<file path="config.mk">
export PLATFORM = sky130hd
export DESIGN_NAME = call_button_conditioner
export DESIGN_NICKNAME = d
export VERILOG_FILES = /design/src/rtl/elevator_pkg.sv /design/src/rtl/button_debounce_cell.sv /design/src/rtl/call_button_conditioner.sv
export SDC_FILE = /design/constraint.sdc
export NUM_CORES = 1
export LEC_CHECK = 0
export BUFFER_PORTS_ARGS = -buffer_cell sky130_fd_sc_hd__buf_2
export CELL_PAD_IN_SITES_DETAIL_PLACEMENT = 1
export CELL_PAD_IN_SITES_GLOBAL_PLACEMENT = 2
export CORE_MARGIN = 4
export CORE_UTILIZATION = 30
export CTS_CLUSTER_DIAMETER = 120
export DETAILED_ROUTE_END_ITERATION = 12
export PLACE_DENSITY_LB_ADDON = 0.1
export SETUP_SLACK_MARGIN = 0.3
export SYNTH_ARGS = -nofsm -noshare
export SYNTH_HDL_FRONTEND = slang
export SYNTH_SLANG_ARGS = --single-unit
export TNS_END_PERCENT = 100
</file>
<file path="constraint.sdc">
create_clock -name clk -period 6.05 [get_ports clk]
set_input_delay 0.3025 -clock clk [delete_from_list [all_inputs] [get_ports clk]]
set_output_delay 0.3025 -clock clk [all_outputs]
set_load 0.02 [all_outputs]
</file>
<file path="src/rtl/elevator_pkg.sv">
// Shared elevator constants and the per-button channel state encoding.
package elevator_pkg;

  localparam int NUM_FLOORS              = 10;
  localparam int FLOOR_WIDTH             = $clog2(NUM_FLOORS);
  localparam int DEBOUNCE_CYCLES_DEFAULT = 16;
  localparam int STUCK_CYCLES_DEFAULT    = 4096;

  typedef enum logic [2:0] {
    ST_IDLE         = 3'd0,
    ST_PRESS_WAIT   = 3'd1,
    ST_PRESSED      = 3'd2,
    ST_RELEASE_WAIT = 3'd3,
    ST_STUCK        = 3'd4
  } btn_state_t;

endpackage

</file>
<file path="src/rtl/button_debounce_cell.sv">
// One call-button channel: synchroniser, debounce/stuck FSM and registered outputs.
module button_debounce_cell
  import elevator_pkg::*;
#(
  parameter int DEBOUNCE_CYCLES = DEBOUNCE_CYCLES_DEFAULT,
  parameter int STUCK_CYCLES    = STUCK_CYCLES_DEFAULT
) (
  input  logic       clk,
  input  logic       reset,
  input  logic       button_raw,
  input  logic       enable,
  output logic       request_pulse,
  output logic       stable,
  output logic       stuck,
  output logic       stuck_next,
  output logic [2:0] state_dbg
);

  localparam int MAX_CYCLES = (DEBOUNCE_CYCLES > STUCK_CYCLES) ? DEBOUNCE_CYCLES : STUCK_CYCLES;
  localparam int CW = $clog2(MAX_CYCLES + 1);
  localparam logic [CW-1:0] DEB_LIMIT   = CW'(DEBOUNCE_CYCLES);
  localparam logic [CW-1:0] STUCK_LIMIT = CW'(STUCK_CYCLES);

  logic          sync_q1, sync_q2;
  btn_state_t    state_q, state_d;
  logic [CW-1:0] count_q, count_d, count_inc;
  logic          stable_d;

  assign count_inc = (count_q == '1) ? count_q : count_q + CW'(1);

  always_comb begin
    state_d = state_q;
    count_d = count_q;
    case (state_q)
      ST_IDLE: begin
        if (sync_q2) begin
          state_d = ST_PRESS_WAIT;
          count_d = CW'(1);
        end else begin
          count_d = '0;
        end
      end
      ST_PRESS_WAIT: begin
        if (!sync_q2) begin
          state_d = ST_IDLE;
          count_d = '0;
        end else if (count_inc >= DEB_LIMIT) begin
          state_d = ST_PRESSED;
          count_d = '0;
        end else begin
          count_d = count_inc;
        end
      end
      ST_PRESSED: begin
        if (!sync_q2) begin
          state_d = ST_RELEASE_WAIT;
          count_d = CW'(1);
        end else if (count_inc >= STUCK_LIMIT) begin
          state_d = ST_STUCK;
          count_d = '0;
        end else begin
          count_d = count_inc;
        end
      end
      ST_RELEASE_WAIT: begin
        if (sync_q2) begin
          state_d = ST_PRESSED;
          count_d = '0;
        end else if (count_inc >= DEB_LIMIT) begin
          state_d = ST_IDLE;
          count_d = '0;
        end else begin
          count_d = count_inc;
        end
      end
      ST_STUCK: begin
        // Only a fully debounced release leaves STUCK; any 1 restarts the count.
        if (sync_q2) begin
          count_d = '0;
        end else if (count_inc >= DEB_LIMIT) begin
          state_d = ST_IDLE;
          count_d = '0;
        end else begin
          count_d = count_inc;
        end
      end
      default: begin
        state_d = ST_IDLE;
        count_d = '0;
      end
    endcase
  end

  assign stable_d   = (state_q == ST_PRESSED) || (state_q == ST_RELEASE_WAIT) ||
                      (state_q == ST_STUCK);
  assign stuck_next = (state_q == ST_STUCK);
  assign state_dbg  = state_q;

  always_ff @(posedge clk) begin
    if (reset) begin
      sync_q1       <= 1'b0;
      sync_q2       <= 1'b0;
      state_q       <= ST_IDLE;
      count_q       <= '0;
      stable        <= 1'b0;
      request_pulse <= 1'b0;
      stuck         <= 1'b0;
    end else begin
      sync_q1       <= button_raw;
      sync_q2       <= sync_q1;
      state_q       <= state_d;
      count_q       <= count_d;
      stable        <= stable_d;
      // stable still low while state is PRESSED means this is the entry from PRESS_WAIT.
      request_pulse <= enable && (state_q == ST_PRESSED) && !stable;
      stuck         <= stuck_next;
    end
  end

endmodule

</file>
<file path="src/rtl/call_button_conditioner.sv">
// Per-floor call-button conditioning: independent debounce channels plus a global stuck flag.
module call_button_conditioner #(
  parameter int NUM_FLOORS      = elevator_pkg::NUM_FLOORS,
  parameter int DEBOUNCE_CYCLES = elevator_pkg::DEBOUNCE_CYCLES_DEFAULT,
  parameter int STUCK_CYCLES    = elevator_pkg::STUCK_CYCLES_DEFAULT
) (
  input  logic                    clk,
  input  logic                    reset,
  input  logic [NUM_FLOORS-1:0]   buttons_raw,
  input  logic                    enable,
  output logic [NUM_FLOORS-1:0]   new_requests,
  output logic [NUM_FLOORS-1:0]   buttons_stable,
  output logic [NUM_FLOORS-1:0]   stuck_flags,
  output logic                    any_stuck,
  output logic [3*NUM_FLOORS-1:0] channel_states
);

  logic [NUM_FLOORS-1:0] stuck_next;

  for (genvar f = 0; f < NUM_FLOORS; f++) begin : g_chan
    button_debounce_cell #(
      .DEBOUNCE_CYCLES (DEBOUNCE_CYCLES),
      .STUCK_CYCLES    (STUCK_CYCLES)
    ) u_cell (
      .clk           (clk),
      .reset         (reset),
      .button_raw    (buttons_raw[f]),
      .enable        (enable),
      .request_pulse (new_requests[f]),
      .stable        (buttons_stable[f]),
      .stuck         (stuck_flags[f]),
      .stuck_next    (stuck_next[f]),
      .state_dbg     (channel_states[3*f +: 3])
    );
  end

  // Built from the next-state flags so it lands in the same cycle as stuck_flags.
  always_ff @(posedge clk) begin
    if (reset) begin
      any_stuck <= 1'b0;
    end else begin
      any_stuck <= |stuck_next;
    end
  end

endmodule
</file>
# After elaboration in Yosys (flattened, before gate mapping)
# Cells that the tools add are included.
# word_totals
regBits	211
input_bits	13
output_inout_bits	61
elab_cells	442
# classes
add_sub_neg	10
magnitude_cmp	20
n_eq_ne	90
mux	170
reduce_logical	81
# op_table
operator	n
two-way mux 13 bit	60
one-hot mux 13 bit (4 select lines)	10
two-way mux 3 bit	80
one-hot mux 3 bit (5 select lines)	10
adder 13 x 1 -> 13 bit, second input constant	10
equality test 13 bit, second input constant	10
>= comparator 13 bit, second input constant	10
>= comparator 13 x 5 -> 1 bit, second input constant	10
equality test 3 x 2 -> 1 bit, second input constant	20
!= test 3 bit, second input constant	20
AND reduction 4 bit	10
equality test 3 x 1 -> 1 bit, second input constant	10
equality test 3 bit, second input constant	10
logical NOT 3 bit	10
logical AND 1 bit	20
logical OR 1 bit	20
!= test 2 x 1 -> 1 bit, second input constant	10
!= test 2 bit, second input constant	10
OR reduction 2 bit	10
logical NOT 1 bit	10
two-way mux 1 bit	10
OR reduction 10 bit	1

# Depth between registers and ports, before layout
# Gate-level depths: netlist of run 1.
# logic_depth
word_depth	6
ltp_mapped	9
mapped_depth_nobuf	7

# Modules after synthesis
# From an unflattened synthesis of run 1, not the netlist that was laid out.
# unflattened
cells_unflattened	1320
area_unflattened_um2	11268.3
# by_module_without_submodules
mod	instances	cells_each	area_each_um2	seq_area_each_um2
button_debounce_cell at g_chan[0].u_cell ...	8	132	1106.1	420.4
button_debounce_cell at g_chan[9].u_cell	1	125	1189.9	420.4
button_debounce_cell at g_chan[8].u_cell	1	134	1187.4	420.4
call_button_conditioner	1	5	42.5	20.0

# Least setup slack after synthesis of run 1
# OpenSTA, ideal clock, no wires.
# synth_path
path_kind	flip-flop to flip-flop
from	reg g_chan[7].u_cell.count_q[0]
to	reg g_chan[7].u_cell.state_q[1]
setup_ns	0.127
arrival_ns	2.125
required_time_ns	5.923
path_slack_ns	3.798
path_stages_with_launch	8
n_path_buf	0
synth_period_minus_slack_ns	2.252
cell_sequence	dfxtp_1 ha_1 nand4_1 or4_4 a221oi_2 o221a_2 a31oi_1 or3b_1
# synth_via
elab_chain_cells	6
word_cells_on_any_way	12
classes_between	add/sub: 1; order compare: 2; eq/ne: 3; mux: 5; reduce/logical: 1
# synth_rtl
element	line	source
start: declaration	button_debounce_cell.sv:26	logic [CW-1:0] count_q, count_d, count_inc;
start signal: assignment	button_debounce_cell.sv:112	count_q <= count_d;
adder 13 x 1 -> 13 bit or equality test 13 bit (tied branches)	button_debounce_cell.sv:29	assign count_inc = (count_q == '1) ? count_q : count_q + CW'(1);
two-way mux 13 bit (*)	button_debounce_cell.sv:29	
>= comparator 13 x 5 -> 1 bit	button_debounce_cell.sv:47, button_debounce_cell.sv:69, button_debounce_cell.sv:80	
two-way mux 3 bit	--	
two-way mux 3 bit, on equally long branches	--	
one-hot mux 3 bit (5 select lines)	--	
end signal: assignment	button_debounce_cell.sv:111	state_q <= state_d;
end: declaration	button_debounce_cell.sv:25	btn_state_t state_q, state_d;
# Every way passes the cells marked *; elsewhere a longest branch is shown, timed or not. The select of a mux whose other input is x is not followed.
# A chain may end at the register's enable or synchronous reset.

# Worst setup path in the final report of run 1
# layout_path
from	reg g_chan[2].u_cell.count_q[0]
to	reg g_chan[2].u_cell.count_q[5]
# layout_via
elab_chain_cells	6
word_cells_on_any_way	11
classes_between	add/sub: 1; order compare: 2; eq/ne: 1; mux: 7
# layout_rtl
element	line	source
start: declaration	button_debounce_cell.sv:26	
start signal: assignment	button_debounce_cell.sv:112	
adder 13 x 1 -> 13 bit or equality test 13 bit (tied branches)	button_debounce_cell.sv:29	
two-way mux 13 bit (*)	button_debounce_cell.sv:29	
>= comparator 13 x 5 -> 1 bit or >= comparator 13 bit (tied branches)	--	
two-way mux 13 bit, on equally long branches	--	
two-way mux 13 bit, on equally long branches	button_debounce_cell.sv:78, button_debounce_cell.sv:44, button_debounce_cell.sv:55	
one-hot mux 13 bit (4 select lines) (*)	button_debounce_cell.sv:34	case (state_q)
# Every way passes the cells marked *; elsewhere a longest branch is shown, timed or not.

==> flow_summary_export.csv, run 1 <==
group,metric,value,unit
outcome,outcome,"finished clean",
route,ant_nets,0,
grt,grt_use_met3,2.40,%
clock_tree,cts_sinks,211,
floorplanning,ios,74,
grt,gr-total-overflow,0,
route,drc,0,
clock_tree,numCtsBuffers,28,
synthesis,synth_top_family_by_area,"simple AND/OR/NAND/NOR gates",
timing,period_needed,2780,ps
synthesis,yosysSeqAreaShare,36.9,%
timing,relSlewSlack,29.7,%
synthesis,synth_ff_type,"dfxtp_1",
power,pwr-share-seq,44.0,%
final_layout,fillerInstances,4516,
power,p_int,2.53,mW
floorplanning,die_w,203,um
clock_tree,post_cts_resized,0,
route,dr.first_iter.drc_count,457,
clock_tree,clockRootBuffer,"clkbuf_16",
grt,antenna_found_initial,0,
worst_setup_path,crit_chain,"ha_1 > nand3_1 > nor3b_1 > xor2_1 > a211oi_2 > nand4_1 > a211oi_1",
final_layout,final_cell_mix,"211 x dfxtp_1, 140 x nor2_1, 103 x a21oi_1, 84 x nand2_1, 72 x buf_2",
floorplanning,core_area,0.0377,sq mm
worst_setup_path,crit_path_max_fanout,11,
worst_setup_path,worst-path-buf-inv,0,
final_layout,fin_nets,1432,
timing,finalClockSkew,11.1,ps
timing,fin_crit_sh,46.0,%
route,wl_per_cell,16.8,um
route,num_vias,10100,
clock_tree,cts_tree,"yes",
synthesis,async_reset_ff_share,0,%
grt,grt_usage,15.5,%
worst_setup_path,cp_data_arrival_time,3240,ps
power,power.leakage,4.63,nW
job,cap_viol_max_count,0,
power,p_comb_share,3.6,%
synthesis,synth_compound_area_share,20.4,%
timing,hold_viol,0,
synthesis,syn_area_per_cell,8.27,sq um
timing,tightest_slew,1040,ps
grt,use_met2,25.1,%
power,ir_drop,199,uV
floorplanning,die-area,0.0413,sq mm
placement,io_buffers,73,
synthesis,muxShareOfSynthArea,1.96,%
placement,dpl.hpwl,23.3,mm
power,powerDensity,251,mW/mm^2
synthesis,synthSimpleGateAreaFrac,28.3,%
final_layout,areaGrowthSynthToFinish,13.9,%
timing,timing.setup.tns,0,ps
final_layout,final_util,34.6,%
grt,met1_usage,22.0,%
synthesis,yosys.area_share.adder,1.09,%
min_path,min_path_type,"in2reg",
timing,rsz0062_at_grt,"false",
clock_tree,clock_path_buffers,3,
worst_setup_path,cp_top_family,"simple AND/OR/NAND/NOR gates",
power,switching_power,0.743,mW
worst_setup_path,setup.worst_path.start_class,"register",
power,total_power,3.27,mW
synthesis,yosys_warnings,0,
timing,finalSetupViolCount,0,
synthesis,syn_area,0.0114,sq mm
synthesis,synth.distinct_cells,92,
placement,post-place-cells,1881,
final_layout,layout-drive-gt1-share,12.4,%
worst_setup_path,endpoint_kind,"register",
power,pwr-share-clk,52.5,%
timing,maxSlewViolCount,0,
final_layout,layout_commonest_cell,"dfxtp_1",
synthesis,synthXorXnorAreaFrac,5.74,%
final_layout,n_antenna_cell,0,
floorplanning,rows,71,
synthesis,synth_edf_count,0,
clock_tree,postCtsSetupBuffers,0,
grt,grt_pass1_vias,10200,
synthesis,synth_cells,1384,
power,switching_share,22.7,%
final_layout,layoutNonFillerInstCount,1941,
worst_setup_path,worst-setup-path-type,"reg2reg",
worst_setup_path,slowest_stage,"nand4_1",
placement,gp_congestion,0.787,
floorplanning,start_util,30.4,%
clock_tree,clkTransAtPathRegs,60,ps
route,post_drt_via_cell_ratio,5.22,
floorplanning,die_h,203,um
grt,gr-max-usage-layer,"met2",
timing,max_clock_freq,0.359,GHz
worst_setup_path,reg2reg_slack,3270,ps
synthesis,ys_ff_latch,211,
worst_setup_path,max_stage_delay,530,ps
grt,grt_pass1_wl,54.4,mm
worst_setup_path,critPathRequiredTime,6510,ps
grt,grt_start_max_net_pins,47,
clock_tree,clk_latency,550,ps
route,drtPass1Iterations,6,
route,drt_wl_total,32.6,mm
clock_tree,htreeDepth,1,
logic make-up (layout without fill, tap and decap cells):
| family | after synthesis | in the layout |
|---|---|---|
| flip-flops | 211 | 211 |
| other | 1 | 10 |
| XOR/XNOR | 75 | 75 |
| AND/OR/NAND/NOR | 590 | 590 |
| adder cells (fa/ha/maj) | 10 | 10 |
| multiplexers | 22 | 22 |
| AO/OA/AOI/OAI | 342 | 342 |
| buffers and inverters | 133 | 170 |
power groups by stage:
stage,sequential (mW),clock (mW),combinational [mW]
global route,1.44,1.85,0.131
detailed placement,1.47,0,0.114
floorplan,1.46,0,0.0864
finish,1.44,1.72,0.117
global placement,1.47,0,0.114
CTS,1.44,1.79,0.119
worst register-to-register path: stages (launching register included):
cell	delay, ps
dfxtp_1	400
ha_1	270
nand3_1	170
nor3b_1	490
xor2_1	150
a211oi_2	310
nand4_1	540
a211oi_1	380
synthesized netlist by cell type (5+ instances only):
library cell | n | area [sq um]
nand4_1 | 41 | 257
clkbuf_1 | 52 | 195
o2111ai_1 | 6 | 52.6
xor2_1 | 30 | 263
o211ai_1 | 8 | 60.1
nor3b_1 | 7 | 52.6
a31o_2 | 6 | 52.6
o21ai_0 | 49 | 245
nand3_1 | 71 | 355
and4_1 | 18 | 158
mux2i_1 | 19 | 190
a211o_1 | 6 | 52.6
buf_2 | 9 | 45.0
a41oi_1 | 5 | 43.8
or2_2 | 6 | 37.5
nand2_1 | 84 | 315
buf_4 | 31 | 233
nor2b_1 | 38 | 238
o21a_1 | 11 | 82.6
o32ai_1 | 5 | 43.8
or4_1 | 6 | 45.0
a21o_1 | 8 | 60.1
a311oi_1 | 7 | 61.3
nor4_1 | 17 | 106
ha_1 | 10 | 125
xnor2_1 | 45 | 394
and3_1 | 32 | 200
nor2_1 | 140 | 526
a31oi_1 | 35 | 219
o21bai_1 | 5 | 37.5
inv_1 | 36 | 135
and2_1 | 21 | 131
nand3_2 | 5 | 50.1
dfxtp_1 | 211 | 4220
or3_1 | 14 | 87.6
o22ai_1 | 7 | 43.8
o31ai_1 | 6 | 45.0
nor3_1 | 40 | 200
nand2b_1 | 15 | 93.8
a21oi_1 | 103 | 515
a211oi_1 | 19 | 143
registers in the layout (all words and copies together), names as in the netlist:
signal and flops:
g_chan.u_cell.sync_q1 10, any_stuck 1, g_chan.u_cell.request_pulse 10, g_chan.u_cell.stable 10, g_chan.u_cell.count_q 130, g_chan.u_cell.stuck 10, g_chan.u_cell.sync_q2 10, g_chan.u_cell.state_dbg 30
worst paths after layout:
path / cells after the start / startpoint / endpoint
setup / recovery: 7 / g_chan[2].u_cell.count_q[0]$_SDFF_PP0_ / g_chan[2].u_cell.count_q[5]$_SDFF_PP0_
hold / removal: 2 / buttons_raw[7] / g_chan[7].u_cell.sync_q1$_SDFF_PP0_
setup reg to reg: 7 / g_chan[2].u_cell.count_q[0]$_SDFF_PP0_ / g_chan[2].u_cell.count_q[5]$_SDFF_PP0_
hold reg to reg: 1 / g_chan[2].u_cell.stable$_SDFF_PP0_ / g_chan[2].u_cell.request_pulse$_SDFF_PP0_
per-stage QoR:
step / instance area, sq um / setup slack, ps / hold WS [ps]
final: 13000 / 3270 / 59.5
after global routing: 13000 / 3050 / 17.5
after CTS: 13000 / 3270 / 9.69
after detailed placement: 12000 / 3330 / 409
after global placement: 12000 / 3370 / 410
after floorplan: 11500 / 3800 / 399
layout make-up:
| cell class | count | area (sq um) | share of cell area [%] |
|---|---|---|---|
| tap | 511 | 639 | 4.90 |
| multi-input combinational | 1049 | 6620 | 50.8 |
| clock inverter | 10 | 125 | 0.960 |
| sequential | 211 | 4220 | 32.4 |
| inverter | 36 | 135 | 1.04 |
| clock buffer | 41 | 831 | 6.37 |
| timing repair buffer | 83 | 465 | 3.57 |
metal layers:
layer	share of wire, %	wire [um]
met5	0	0
met4	1.8	597
met3	3.2	1030
met2	45	14600
met1	50	16300
timing repair:
| item | CTS | global route |
|---|---|---|
| endpoints found under the hold margin | 9 | 0 |
| setup endpoints to repair | 0 | 0 |
| hold buffers | 9 | 0 |
Power figures use the tool's default switching activity.
==> inputs of run 2 (changes only) <==
- ABC_AREA: default -> 1
- clock period: 6.05 -> 2.7 ns (I/O delays scaled with it)
==> flow_summary_export.csv, run 2 <==
group,metric,value,unit
placement,gp_congestion,0.831,
final_layout,n_antenna_cell,0,
route,post_drt_via_cell_ratio,4.61,
placement,dpl.hpwl,25.2,mm
clock_tree,clock_path_buffers,3,
floorplanning,die_h,205,um
synthesis,synth_top_family_by_area,"simple AND/OR/NAND/NOR gates",
final_layout,final_cell_mix,"389 x nand2_1, 328 x nor2_1, 245 x inv_1, 205 x dfxtp_1, 111 x nand3_1",
placement,io_buffers,73,
worst_setup_path,cp_data_arrival_time,2680,ps
route,dr.first_iter.drc_count,419,
final_layout,areaGrowthSynthToFinish,18.8,%
timing,timing.setup.tns,0,ps
synthesis,synth_ff_type,"dfxtp_1",
worst_setup_path,worst-path-buf-inv,0,
grt,grt_start_max_net_pins,52,
worst_setup_path,worst-setup-path-type,"reg2reg",
grt,grt_usage,16.1,%
power,powerDensity,518,mW/mm^2
timing,hold_viol,0,
synthesis,synth_edf_count,0,
synthesis,synthSimpleGateAreaFrac,39.0,%
route,ant_nets,0,
worst_setup_path,setup.worst_path.start_class,"register",
placement,post-place-cells,2327,
worst_setup_path,cp_top_family,"simple AND/OR/NAND/NOR gates",
final_layout,largest_reg_flops,130,
synthesis,synthXorXnorAreaFrac,3.47,%
worst_setup_path,critPathRequiredTime,3170,ps
final_layout,fin_nets,1892,
worst_setup_path,slowest_stage,"dfxtp_1",
worst_setup_path,endpoint_kind,"register",
timing,tightest_slew,593,ps
worst_setup_path,crit_top_cell,"nand2_1",
worst_setup_path,crit_path_max_fanout,11,
power,power.leakage,5.79,nW
timing,maxSlewViolCount,0,
job,cap_viol_max_count,0,
synthesis,synth_compound_area_share,8.75,%
synthesis,async_reset_ff_share,0,%
worst_setup_path,crit_chain,"ha_2 > nand3_2 > nor2_4 > nand2_1 > nand2_1 > nand2_1 > nor2_2 > nand2_1 > nor2_2 > nand3_2 > nand3b_4 > a22oi_1",
grt,antenna_found_initial,0,
route,wl_per_cell,14.1,um
floorplanning,die-area,0.0419,sq mm
synthesis,muxShareOfSynthArea,0,%
synthesis,ys_ff_latch,211,
final_layout,layoutNonFillerInstCount,2401,
floorplanning,ios,74,
final_layout,regMostFlops,"g_chan.u_cell.count_q",
floorplanning,core_area,0.0379,sq mm
synthesis,syn_area_per_cell,6.54,sq um
route,num_vias,11100,
synthesis,syn_area,0.0116,sq mm
floorplanning,start_util,30.6,%
outcome,outcome,"finished clean",
timing,fin_crit_sh,81.7,%
floorplanning,rows,71,
grt,grt_pass1_vias,11400,
timing,relSlewSlack,60.1,%
clock_tree,htreeDepth,1,
synthesis,yosys.cell_count.top_type,"nand2_1",
final_layout,layout-drive-gt1-share,14.0,%
timing,finalClockSkew,10.6,ps
timing,finalSetupViolCount,0,
synthesis,yosys_warnings,0,
route,drt_wl_total,33.8,mm
power,total_power,7.14,mW
route,drtPass1Iterations,4,
clock_tree,cts_sinks,211,
synthesis,yosysSeqAreaShare,36.4,%
final_layout,layout_commonest_cell,"nand2_1",
clock_tree,clkTransAtPathRegs,60,ps
clock_tree,numCtsBuffers,28,
timing,rsz0062_at_grt,"true",
clock_tree,clk_latency,550,ps
clock_tree,clockRootBuffer,"clkbuf_16",
route,drc,0,
synthesis,synth_top_cell_by_area,"dfxtp_1",
grt,gr-total-overflow,0,
synthesis,synth_cells,1775,
floorplanning,die_w,205,um
synthesis,synth.distinct_cells,48,
synthesis,yosysTopAreaCellShare,36.4,%
synthesis,yosys.area_share.adder,1.08,%
min_path,min_path_type,"in2reg",
timing,period_needed,2210,ps
timing,max_clock_freq,0.453,GHz
synthesis,synth_common_cells,"392 x nand2_1, 339 x nor2_1, 245 x inv_1",
power,ir_drop,443,uV
synthesis,synthTopCellsByArea,"dfxtp_1 36%, nand2_1 13%, nor2_1 11%, inv_1 7.9%, nand3_1 4.9%",
grt,grt_pass1_wl,57.0,mm
clock_tree,cts_tree,"yes",
worst_setup_path,max_stage_delay,370,ps
-- run 2: changes by cell type after synthesis, sizes merged, moves of 38 or more --
cell	before	now
nor2	140	379
nor2b	38	0
clkbuf	53	15
nand3	76	122
nand2	85	402
inv	36	250
-- run 2: layout make-up --
cell class | instances | area, sq um
clock buffers | 40 | 827
clock inverters | 11 | 80.1
fillers | 4902 | 24100
inverters | 251 | 945
multi-input cells | 1268 | 6380
flip-flops and latches | 211 | 4230
well taps | 511 | 639
repair buffers | 109 | 688
-- run 2: cells by family (layout without fill, tap and decap cells) --
| group | Yosys count | after routing |
|---|---|---|
| flip-flops | 211 | 211 |
| XOR/XNOR | 46 | 46 |
| AND/OR/NAND/NOR | 1026 | 1026 |
| other | 1 | 10 |
| AO/OA/AOI/OAI | 175 | 176 |
| adder cells (fa/ha/maj) | 10 | 10 |
| buffers and inverters | 306 | 411 |
-- run 2: worst reg2reg max path, cell delays in order (launching register included) --
cell and delay, ps:
dfxtp_1 370, ha_2 250, nand3_2 130, nor2_4 170, nand2_1 70, nand2_1 60, nand2_1 60, nor2_2 140
nand2_1 80, nor2_2 160, nand3_2 140, nand3b_4 300, a22oi_1 210
-- run 2: where the power goes --
part / total, mW / internal, mW / switching [mW]
Sequential: 3.19 / 3.15 / 0.0397
Combinational: 0.294 / 0.103 / 0.190
Clock: 3.66 / 2.21 / 1.45
-- run 2: final timing paths --
path              slack (ps)                                endpoint  cells after the start                              startpoint
setup / recovery         490  g_chan[1].u_cell.count_q[1]$_SDFF_PP0_                     12  g_chan[1].u_cell.count_q[1]$_SDFF_PP0_
hold / removal           330     g_chan[6].u_cell.sync_q1$_SDFF_PP0_                      4                          buttons_raw[6]
setup reg to reg         490  g_chan[1].u_cell.count_q[1]$_SDFF_PP0_                     12  g_chan[1].u_cell.count_q[1]$_SDFF_PP0_
hold reg to reg          400     g_chan[0].u_cell.sync_q2$_SDFF_PP0_                      2     g_chan[0].u_cell.sync_q1$_SDFF_PP0_
-- run 2: per-stage QoR --
| step | worst slack [ps] | hold slack [ps] | cell area, sq um | util [%] |
|---|---|---|---|---|
| 2_1_floorplan | 665 | 242 | 11600 | - |
| 3_3_place_gp | 74.8 | 334 | 12400 | 32.7 |
| 3_5_place_dp | 71.0 | 347 | 12400 | 32.7 |
| 4_1_cts | 310 | 290 | 13500 | 35.7 |
| 5_1_grt | 259 | 347 | 13800 | 36.4 |
| 6_report | 494 | 328 | 13800 | 36.4 |
-- run 2: metal layers --
metal  share of wire, %  routed length [um]  vias up  GRT usage [%]
met5                  0                   0        -              0
met4                1.8                 604        0           3.80
met3                2.9                 987       38           2.18
met2                 47               15800       90           27.4
met1                 49               16500     5149           21.8
li1                   -                   -     5786              -
-- run 2: what timing repair did --
action / 4_1_cts / 5_1_grt
setup endpoints to repair: 48 / 141
pin swaps: 0 / 5
gates resized for setup: 8 / 52
buffers inserted: 0 / 5
hold buffers: 16 / 0
hold endpoints to repair: 23 / 0
cloned: 1 / 1
